**config.mk**
```make
export PLATFORM = sky130hd
export DESIGN_NAME = cdb_arbiter_flat
export DESIGN_NICKNAME = d
export VERILOG_FILES = /design/src/rtl/cdb_arbiter_pkg.sv /design/src/rtl/cdb_arbiter_if.sv /design/src/rtl/cdb_arbiter_wb_fifo.sv /design/src/rtl/cdb_arbiter.sv /design/src/flat_wrapper.sv
export SDC_FILE = /design/constraint.sdc
export NUM_CORES = 1
export LEC_CHECK = 0
export ABC_AREA = 1
export CAP_MARGIN = 30
export CORE_MARGIN = 1.5
export CORE_UTILIZATION = 57
export DETAILED_ROUTE_END_ITERATION = 8
export GPL_TIMING_DRIVEN = 0
export PLACE_DENSITY_LB_ADDON = 0.05
export SLEW_MARGIN = 40
export SYNTH_ARGS = -nofsm -noshare
export SYNTH_HDL_FRONTEND = slang
export SYNTH_SLANG_ARGS = --single-unit
```
**constraint.sdc**
```tcl
create_clock -name clk_in -period 11.5 [get_ports clk_in]
set_clock_uncertainty 0.15 [all_clocks]
set_input_delay 1.725 -clock clk_in [delete_from_list [all_inputs] [get_ports clk_in]]
set_output_delay 1.725 -clock clk_in [all_outputs]
set_load 0.005 [all_outputs]
```
**src/rtl/cdb_arbiter_pkg.sv**
```systemverilog
// =============================================================================
// Module  : cdb_arbiter_pkg
// Purpose : Shared widths and CDB source encoding for the CDB writeback arbiter.
// Revision: 1.0 - initial release
// =============================================================================
`default_nettype none

package cdb_arbiter_pkg;

    localparam int DEF_DATA_W = 32;
    localparam int DEF_ADDR_W = 32;
    localparam int DEF_ROB_W  = 4;
    localparam int DEF_DEPTH  = 2;

    typedef enum logic {
        CDB_SRC_ALU = 1'b0,
        CDB_SRC_LSU = 1'b1
    } cdb_src_e;

    function automatic int cnt_width(input int depth);
        return $clog2(depth) + 1;
    endfunction

endpackage

`default_nettype wire

```
**src/rtl/cdb_arbiter_if.sv**
```systemverilog
// =============================================================================
// Module  : cdb_arbiter_if
// Purpose : Requester and CDB handshake bundle for the CDB writeback arbiter.
// Revision: 1.0 - initial release
// =============================================================================
`default_nettype none

interface cdb_arbiter_if
    import cdb_arbiter_pkg::*;
#(
    parameter int DATA_W = 32,
    parameter int ADDR_W = 32,
    parameter int ROB_W  = 4
);
    logic              alu_valid_in;
    logic              alu_ready_out;
    logic [ROB_W-1:0]  alu_reorder_in;
    logic [DATA_W-1:0] alu_value_in;
    logic [ADDR_W-1:0] alu_pc_in;

    logic              lsu_valid_in;
    logic              lsu_ready_out;
    logic [ROB_W-1:0]  lsu_reorder_in;
    logic [DATA_W-1:0] lsu_value_in;

    logic              cdb_valid_out;
    logic              cdb_ready_in;
    logic [ROB_W-1:0]  cdb_reorder_out;
    logic [DATA_W-1:0] cdb_value_out;
    logic [ADDR_W-1:0] cdb_pc_out;
    cdb_src_e          cdb_src_out;

    // Arbiter side
    modport slave (
        input  alu_valid_in, alu_reorder_in, alu_value_in, alu_pc_in,
        input  lsu_valid_in, lsu_reorder_in, lsu_value_in,
        input  cdb_ready_in,
        output alu_ready_out, lsu_ready_out,
        output cdb_valid_out, cdb_reorder_out, cdb_value_out, cdb_pc_out, cdb_src_out
    );

    // Execution units and ROB side
    modport master (
        output alu_valid_in, alu_reorder_in, alu_value_in, alu_pc_in,
        output lsu_valid_in, lsu_reorder_in, lsu_value_in,
        output cdb_ready_in,
        input  alu_ready_out, lsu_ready_out,
        input  cdb_valid_out, cdb_reorder_out, cdb_value_out, cdb_pc_out, cdb_src_out
    );

endinterface

`default_nettype wire

```
**src/rtl/cdb_arbiter_wb_fifo.sv**
```systemverilog
// =============================================================================
// Module  : wb_fifo
// Purpose : Small result FIFO with synchronous clear; head is read combinationally.
// Revision: 1.0 - initial release
// =============================================================================
`default_nettype none

module wb_fifo
    import cdb_arbiter_pkg::*;
#(
    parameter int WIDTH = 8,
    parameter int DEPTH = 2
) (
    input  wire logic             clk,
    input  wire logic             rst_n,
    input  wire logic             push,
    input  wire logic             pop,
    input  wire logic             clear,
    input  wire logic [WIDTH-1:0] din,
    output logic                  full,
    output logic                  empty,
    output logic [WIDTH-1:0]      head
);
    localparam int PTR_W = $clog2(DEPTH);
    localparam int CNT_W = cnt_width(DEPTH);

    logic [WIDTH-1:0] mem [DEPTH];
    logic [PTR_W-1:0] rd_ptr;
    logic [PTR_W-1:0] wr_ptr;
    logic [CNT_W-1:0] count;

    // DEPTH is a power of two, so pointer overflow is the modulo wrap
    always_ff @(posedge clk or negedge rst_n) begin
        if (!rst_n) begin
            rd_ptr <= '0;
            wr_ptr <= '0;
            count  <= '0;
        end else if (clear) begin
            rd_ptr <= '0;
            wr_ptr <= '0;
            count  <= '0;
        end else begin
            if (push) wr_ptr <= wr_ptr + PTR_W'(1);
            if (pop)  rd_ptr <= rd_ptr + PTR_W'(1);
            case ({push, pop})
                2'b10:   count <= count + CNT_W'(1);
                2'b01:   count <= count - CNT_W'(1);
                default: count <= count;
            endcase
        end
    end

    always_ff @(posedge clk) begin
        if (push && !clear) mem[wr_ptr] <= din;
    end

    assign full  = (count == CNT_W'(DEPTH));
    assign empty = (count == '0);
    assign head  = mem[rd_ptr];

endmodule

`default_nettype wire

```
**src/rtl/cdb_arbiter.sv**
```systemverilog
// =============================================================================
// Module  : cdb_arbiter
// Purpose : Round-robin arbiter of ALU/LSU results onto a registered CDB stage.
// Revision: 1.0 - initial release
// =============================================================================
`default_nettype none

module cdb_arbiter
    import cdb_arbiter_pkg::*;
#(
    parameter int DATA_W = DEF_DATA_W,
    parameter int ADDR_W = DEF_ADDR_W,
    parameter int ROB_W  = DEF_ROB_W,
    parameter int DEPTH  = DEF_DEPTH
) (
    input  wire logic    clk_in,
    input  wire logic    rst_in,
    input  wire logic    rdy_in,
    input  wire logic    flush_in,
    cdb_arbiter_if.slave bus
);
    localparam int ALU_W = ROB_W + DATA_W + ADDR_W;
    localparam int LSU_W = ROB_W + DATA_W;

    logic             alu_full, alu_empty, lsu_full, lsu_empty;
    logic [ALU_W-1:0] alu_head;
    logic [LSU_W-1:0] lsu_head;
    logic             accept, clear, stage_free, any_pending, grant;
    logic             alu_push, lsu_push, alu_pop, lsu_pop;
    cdb_src_e         prio, grant_src;

    logic              cdb_valid;
    logic [ROB_W-1:0]  cdb_reorder;
    logic [DATA_W-1:0] cdb_value;
    logic [ADDR_W-1:0] cdb_pc;
    cdb_src_e          cdb_src;

    assign accept = rdy_in & ~flush_in;
    assign clear  = rdy_in & flush_in;

    // Ready looks only at fullness: a pop in the same cycle does not open a slot
    assign bus.alu_ready_out = accept & ~alu_full;
    assign bus.lsu_ready_out = accept & ~lsu_full;
    assign alu_push = bus.alu_valid_in & bus.alu_ready_out;
    assign lsu_push = bus.lsu_valid_in & bus.lsu_ready_out;

    assign stage_free  = ~cdb_valid | bus.cdb_ready_in;
    assign any_pending = ~alu_empty | ~lsu_empty;
    assign grant       = accept & stage_free & any_pending;

    always_comb begin
        grant_src = prio;
        if (alu_empty)      grant_src = CDB_SRC_LSU;
        else if (lsu_empty) grant_src = CDB_SRC_ALU;
    end

    assign alu_pop = grant & (grant_src == CDB_SRC_ALU);
    assign lsu_pop = grant & (grant_src == CDB_SRC_LSU);

    wb_fifo #(.WIDTH(ALU_W), .DEPTH(DEPTH)) u_alu_fifo (
        .clk   (clk_in),
        .rst_n (rst_in),
        .push  (alu_push),
        .pop   (alu_pop),
        .clear (clear),
        .din   ({bus.alu_reorder_in, bus.alu_value_in, bus.alu_pc_in}),
        .full  (alu_full),
        .empty (alu_empty),
        .head  (alu_head)
    );

    wb_fifo #(.WIDTH(LSU_W), .DEPTH(DEPTH)) u_lsu_fifo (
        .clk   (clk_in),
        .rst_n (rst_in),
        .push  (lsu_push),
        .pop   (lsu_pop),
        .clear (clear),
        .din   ({bus.lsu_reorder_in, bus.lsu_value_in}),
        .full  (lsu_full),
        .empty (lsu_empty),
        .head  (lsu_head)
    );

    always_ff @(posedge clk_in or negedge rst_in) begin
        if (!rst_in) begin
            cdb_valid   <= 1'b0;
            cdb_reorder <= '0;
            cdb_value   <= '0;
            cdb_pc      <= '0;
            cdb_src     <= CDB_SRC_ALU;
            prio        <= CDB_SRC_ALU;
        end else if (rdy_in) begin
            if (flush_in) begin
                cdb_valid <= 1'b0;
                prio      <= CDB_SRC_ALU;
            end else if (stage_free) begin
                if (any_pending) begin
                    cdb_valid <= 1'b1;
                    cdb_src   <= grant_src;
                    prio      <= (grant_src == CDB_SRC_ALU) ? CDB_SRC_LSU : CDB_SRC_ALU;
                    if (grant_src == CDB_SRC_ALU) begin
                        {cdb_reorder, cdb_value, cdb_pc} <= alu_head;
                    end else begin
                        {cdb_reorder, cdb_value} <= lsu_head;
                        cdb_pc                   <= '0;
                    end
                end else begin
                    cdb_valid <= 1'b0;
                end
            end
        end
    end

    assign bus.cdb_valid_out   = cdb_valid;
    assign bus.cdb_reorder_out = cdb_reorder;
    assign bus.cdb_value_out   = cdb_value;
    assign bus.cdb_pc_out      = cdb_pc;
    assign bus.cdb_src_out     = cdb_src;

endmodule

`default_nettype wire

```
**src/flat_wrapper.sv**
```systemverilog
// flat-port wrapper written by rule: the top's interface ports become plain ports
module cdb_arbiter_flat import cdb_arbiter_pkg::*;
#(
    parameter int DATA_W = DEF_DATA_W,
    parameter int ADDR_W = DEF_ADDR_W,
    parameter int ROB_W  = DEF_ROB_W,
    parameter int DEPTH  = DEF_DEPTH
)
  (clk_in, rst_in, rdy_in, flush_in, bus_alu_valid_in, bus_alu_reorder_in, bus_alu_value_in, bus_alu_pc_in, bus_lsu_valid_in, bus_lsu_reorder_in, bus_lsu_value_in, bus_cdb_ready_in, bus_alu_ready_out, bus_lsu_ready_out, bus_cdb_valid_out, bus_cdb_reorder_out, bus_cdb_value_out, bus_cdb_pc_out, bus_cdb_src_out);
  cdb_arbiter_if #(.DATA_W(DATA_W), .ADDR_W(ADDR_W), .ROB_W(ROB_W)) bus_i ();
  input  wire logic clk_in;
  input  wire logic rst_in;
  input  wire logic rdy_in;
  input  wire logic flush_in;
  input wire logic [$bits(bus_i.alu_valid_in)-1:0] bus_alu_valid_in;
  input wire logic [$bits(bus_i.alu_reorder_in)-1:0] bus_alu_reorder_in;
  input wire logic [$bits(bus_i.alu_value_in)-1:0] bus_alu_value_in;
  input wire logic [$bits(bus_i.alu_pc_in)-1:0] bus_alu_pc_in;
  input wire logic [$bits(bus_i.lsu_valid_in)-1:0] bus_lsu_valid_in;
  input wire logic [$bits(bus_i.lsu_reorder_in)-1:0] bus_lsu_reorder_in;
  input wire logic [$bits(bus_i.lsu_value_in)-1:0] bus_lsu_value_in;
  input wire logic [$bits(bus_i.cdb_ready_in)-1:0] bus_cdb_ready_in;
  output wire logic [$bits(bus_i.alu_ready_out)-1:0] bus_alu_ready_out;
  output wire logic [$bits(bus_i.lsu_ready_out)-1:0] bus_lsu_ready_out;
  output wire logic [$bits(bus_i.cdb_valid_out)-1:0] bus_cdb_valid_out;
  output wire logic [$bits(bus_i.cdb_reorder_out)-1:0] bus_cdb_reorder_out;
  output wire logic [$bits(bus_i.cdb_value_out)-1:0] bus_cdb_value_out;
  output wire logic [$bits(bus_i.cdb_pc_out)-1:0] bus_cdb_pc_out;
  output wire logic [$bits(bus_i.cdb_src_out)-1:0] bus_cdb_src_out;
  assign bus_i.alu_valid_in = bus_alu_valid_in;
  assign bus_i.alu_reorder_in = bus_alu_reorder_in;
  assign bus_i.alu_value_in = bus_alu_value_in;
  assign bus_i.alu_pc_in = bus_alu_pc_in;
  assign bus_i.lsu_valid_in = bus_lsu_valid_in;
  assign bus_i.lsu_reorder_in = bus_lsu_reorder_in;
  assign bus_i.lsu_value_in = bus_lsu_value_in;
  assign bus_i.cdb_ready_in = bus_cdb_ready_in;
  assign bus_alu_ready_out = bus_i.alu_ready_out;
  assign bus_lsu_ready_out = bus_i.lsu_ready_out;
  assign bus_cdb_valid_out = bus_i.cdb_valid_out;
  assign bus_cdb_reorder_out = bus_i.cdb_reorder_out;
  assign bus_cdb_value_out = bus_i.cdb_value_out;
  assign bus_cdb_pc_out = bus_i.cdb_pc_out;
  assign bus_cdb_src_out = bus_i.cdb_src_out;
  cdb_arbiter #(.DATA_W(DATA_W), .ADDR_W(ADDR_W), .ROB_W(ROB_W), .DEPTH(DEPTH)) u_core (.clk_in(clk_in), .rst_in(rst_in), .rdy_in(rdy_in), .flush_in(flush_in), .bus(bus_i));
endmodule
```
==> results.cfg <==
[placed_design]
port_buffers = 182
dp_hpwl_mm = 16.77
gp_congestion = 0.7796

[synthesis]
syn_avg_cell_area_um2 = 11.92
yosys-top-cells-area = edfxtp_1 (56%), dfrtp_1 (18%), nand2_1 (15%)
yosys_warnings = 0
synth_ff_type = edfxtp_1
synth_edf_count = 208
seq_area_frac_synth = 0.7368
yosysUniqueCellTypes = 24
netlist_instances = 936
synth_nets = 1049
ys_async_sr_fraction = 0.2753
yosys.area.top_type = edfxtp_1
synth_most_common_cell = nand2_1
yosys-top-cells-count = nand2_1 (456), edfxtp_1 (208), dfrtp_1 (79), mux2i_1 (32), nand2_2 (31)
synth_top_cell_area_share = 0.5596
syn-cell-area_mm2 = 0.01116
ys_seq_elements = 287

[clocking]
root_buffer = clkbuf_16
clock_tree.buffer_depth = 3
postCtsSetupRepairBufs = 0
cts_tree = done
htreeDepth = 1
cts_buffers = 28
hold_buffers = 0
cts_resized = 0
clk_latency_ps = 530
clk_pin_slew_ps = 60
clock-sinks = 287

[sta]
setup_viol = 0
rsz0062_at_grt = no
finalMaxSlewViolations = 0
final-hold-violation-count = 0
min_period_over_period = 0.4365
setup_tns_ps = 0
fin_crit_ps = 5020
slew-limit-headroom = 0.4929
worst_pin_slew_ps = 760.6
max_freq_mhz = 199.2

[detailed_routing]
ant_nets = 0
first_iter_violations = 420
post-route-drc-count = 0
routedWlPerCell_um = 16.87
drt-vias-per-instance = 5.078
vias = 7337
wl_mm = 24.38
drt_pass1_iterations = 4

[final_layout]
num-nets-final = 1274
fill_cells = 1185
layout-drive-gt1-share = 0.1133
multi_input_area_mm2 = 0.002640
areaGrowthSynthToFinish_pct = 30.48
seq_area_mm2 = 0.008223

[critical_path]
crit_chain = clkdlybuf4s50_1 > inv_2 > nor2_4 > inv_1 > a21oi_1 > clkdlybuf4s50_1
slowest_delay_ps = 520
crit_path_top_delay_cell = clkdlybuf4s50_1
path_class = in2out
end_kind = output pin
cp.required_ps = 9630
cp-start-kind = input pin
crit_fanout = 4
cp.arrival_ps = 3140
timing.critical_path.mode_cell = clkdlybuf4s50_1

[die]
ios = 183
die_h_um = 142.9
coreArea_mm2 = 0.01896
die_area_mm2 = 0.02043
rows = 50
start_util = 0.5888
dieWidth_um = 142.9

[power]
leakagePower_nw = 5.979
p_per_area_mw_per_mm2 = 222.5
switching_share = 0.3039
power_frac_comb = 0.308
pwr-share-seq = 0.414
vdd_drop_max_mv = 0.1535
p_int_mw = 2.255
power.switching_uw = 984.6
pwr-share-clk = 0.278
p_total_mw = 3.240

[global_route]
grtUsageTotal = 0.2423
globalRouteOverflowTotal = 0
antenna_found_initial = 2
grt_pass1_wl_mm = 37.36
grt_max_degree = 41
grt_pass1_vias = 7244

[hold_path]
hp-class = reg2reg

[outcome]
status = finished, final reports clean

[job]
maxCapViolations = 0
-- power groups by stage --
stage	clock network [mW]	logic [mW]	registers (mW)
after floorplan	0	0.548	1.36
after global placement	0	0.962	1.36
after detailed placement	0	0.998	1.36
after CTS	0.915	1.01	1.34
after global routing	0.956	1.11	1.36
final	0.899	0.998	1.34
-- registers in the layout (all words and copies together) (netlist names), 2 cells and up --
register	flops
u_core.u_alu_fifo.count	2
u_core.bus.cdb_pc_out	32
u_core.bus.cdb_reorder_out	4
u_core.u_lsu_fifo.mem	72
u_core.bus.cdb_value_out	32
u_core.u_alu_fifo.mem	136
u_core.u_lsu_fifo.count	2
-- metrics by stage --
| step | cells | hold slack, ps | instance area (µm²) | setup WS [ps] | utilization |
|---|---|---|---|---|---|
| final | 1445 | 325.3 | 14560 | 6480 | 0.7683 |
| after global routing | 1444 | 349.8 | 14560 | 6406 | 0.7681 |
| after CTS | 1443 | 331.3 | 14560 | 6478 | 0.7680 |
| after detailed placement | 1391 | 315.0 | 13630 | 6481 | 0.7193 |
| after global placement | 1378 | 310.6 | 13310 | 3504 | 0.7020 |
| after floorplan | 936 | 315.4 | 11160 | 5976 | - |
-- path summary, 6_finish.rpt --
path	from	end	slack, ps	cells after the start
worst max-delay path	rdy_in	bus_alu_ready_out	6480	6
worst min-delay path	u_core.bus.cdb_value_out[28]	u_core.bus.cdb_value_out[28]	330	2
worst max register to register	u_core.u_lsu_fifo.count[0]	u_core.u_alu_fifo.count[1]	9170	13
worst min register to register	u_core.bus.cdb_value_out[28]	u_core.bus.cdb_value_out[28]	330	2
max in group asynchronous	rst_in	u_core.bus.cdb_pc_out[29]	9680	2
min in group asynchronous	rst_in	u_core.bus.cdb_value_out[10]	960	1
-- worst max-delay path, delay by kind of cell --
family	cells	cell delay [ps]
AO/OA/AOI/OAI	1	140
buffers and inverters	4	1160
AND/OR/NAND/NOR	1	120
-- area by class of cell --
cell class | instances | area share
sequential | 287 | 0.5647
multi-input combinational | 590 | 0.1813
timing repair buffer | 195 | 0.1455
clock buffer | 41 | 0.05636
tap | 260 | 0.02234
buffer | 41 | 0.01787
clock inverter | 11 | 0.007045
inverter | 18 | 0.004640
antenna | 2 | 0.0003437
-- cell families after synthesis --
logic type	synth area share
AO/OA/AOI/OAI	0.01906
adder cells (fa/ha/maj)	0.002242
flip-flops	0.7368
buffers and inverters	0.02937
XOR/XNOR	0.0007849
multiplexers	0.02870
AND/OR/NAND/NOR	0.1831
-- per-layer routing --
metal | vias up | GRT usage | part of all wire
met5 | - | 0 | 0
met4 | 0 | 0.05751 | 0.015
met3 | 22 | 0.06472 | 0.087
met2 | 255 | 0.4254 | 0.50
met1 | 3513 | 0.3002 | 0.40
li1 | 3547 | - | -
-- placed cells by master (no fill, tap or decap), types with 8 or more instances in the layout --
| master | count |
|---|---|
| clkdlybuf4s50_1 | 181 |
| nand3_1 | 8 |
| mux2i_1 | 32 |
| o21ai_0 | 10 |
| nor2_1 | 8 |
| buf_16 | 8 |
| clkbuf_16 | 29 |
| o21ai_1 | 28 |
| nand2_2 | 31 |
| clkbuf_1 | 14 |
| edfxtp_1 | 208 |
| inv_1 | 11 |
| nand2_1 | 456 |
| buf_2 | 25 |
| dfrtp_1 | 79 |
Power figures use the tool's default switching activity.
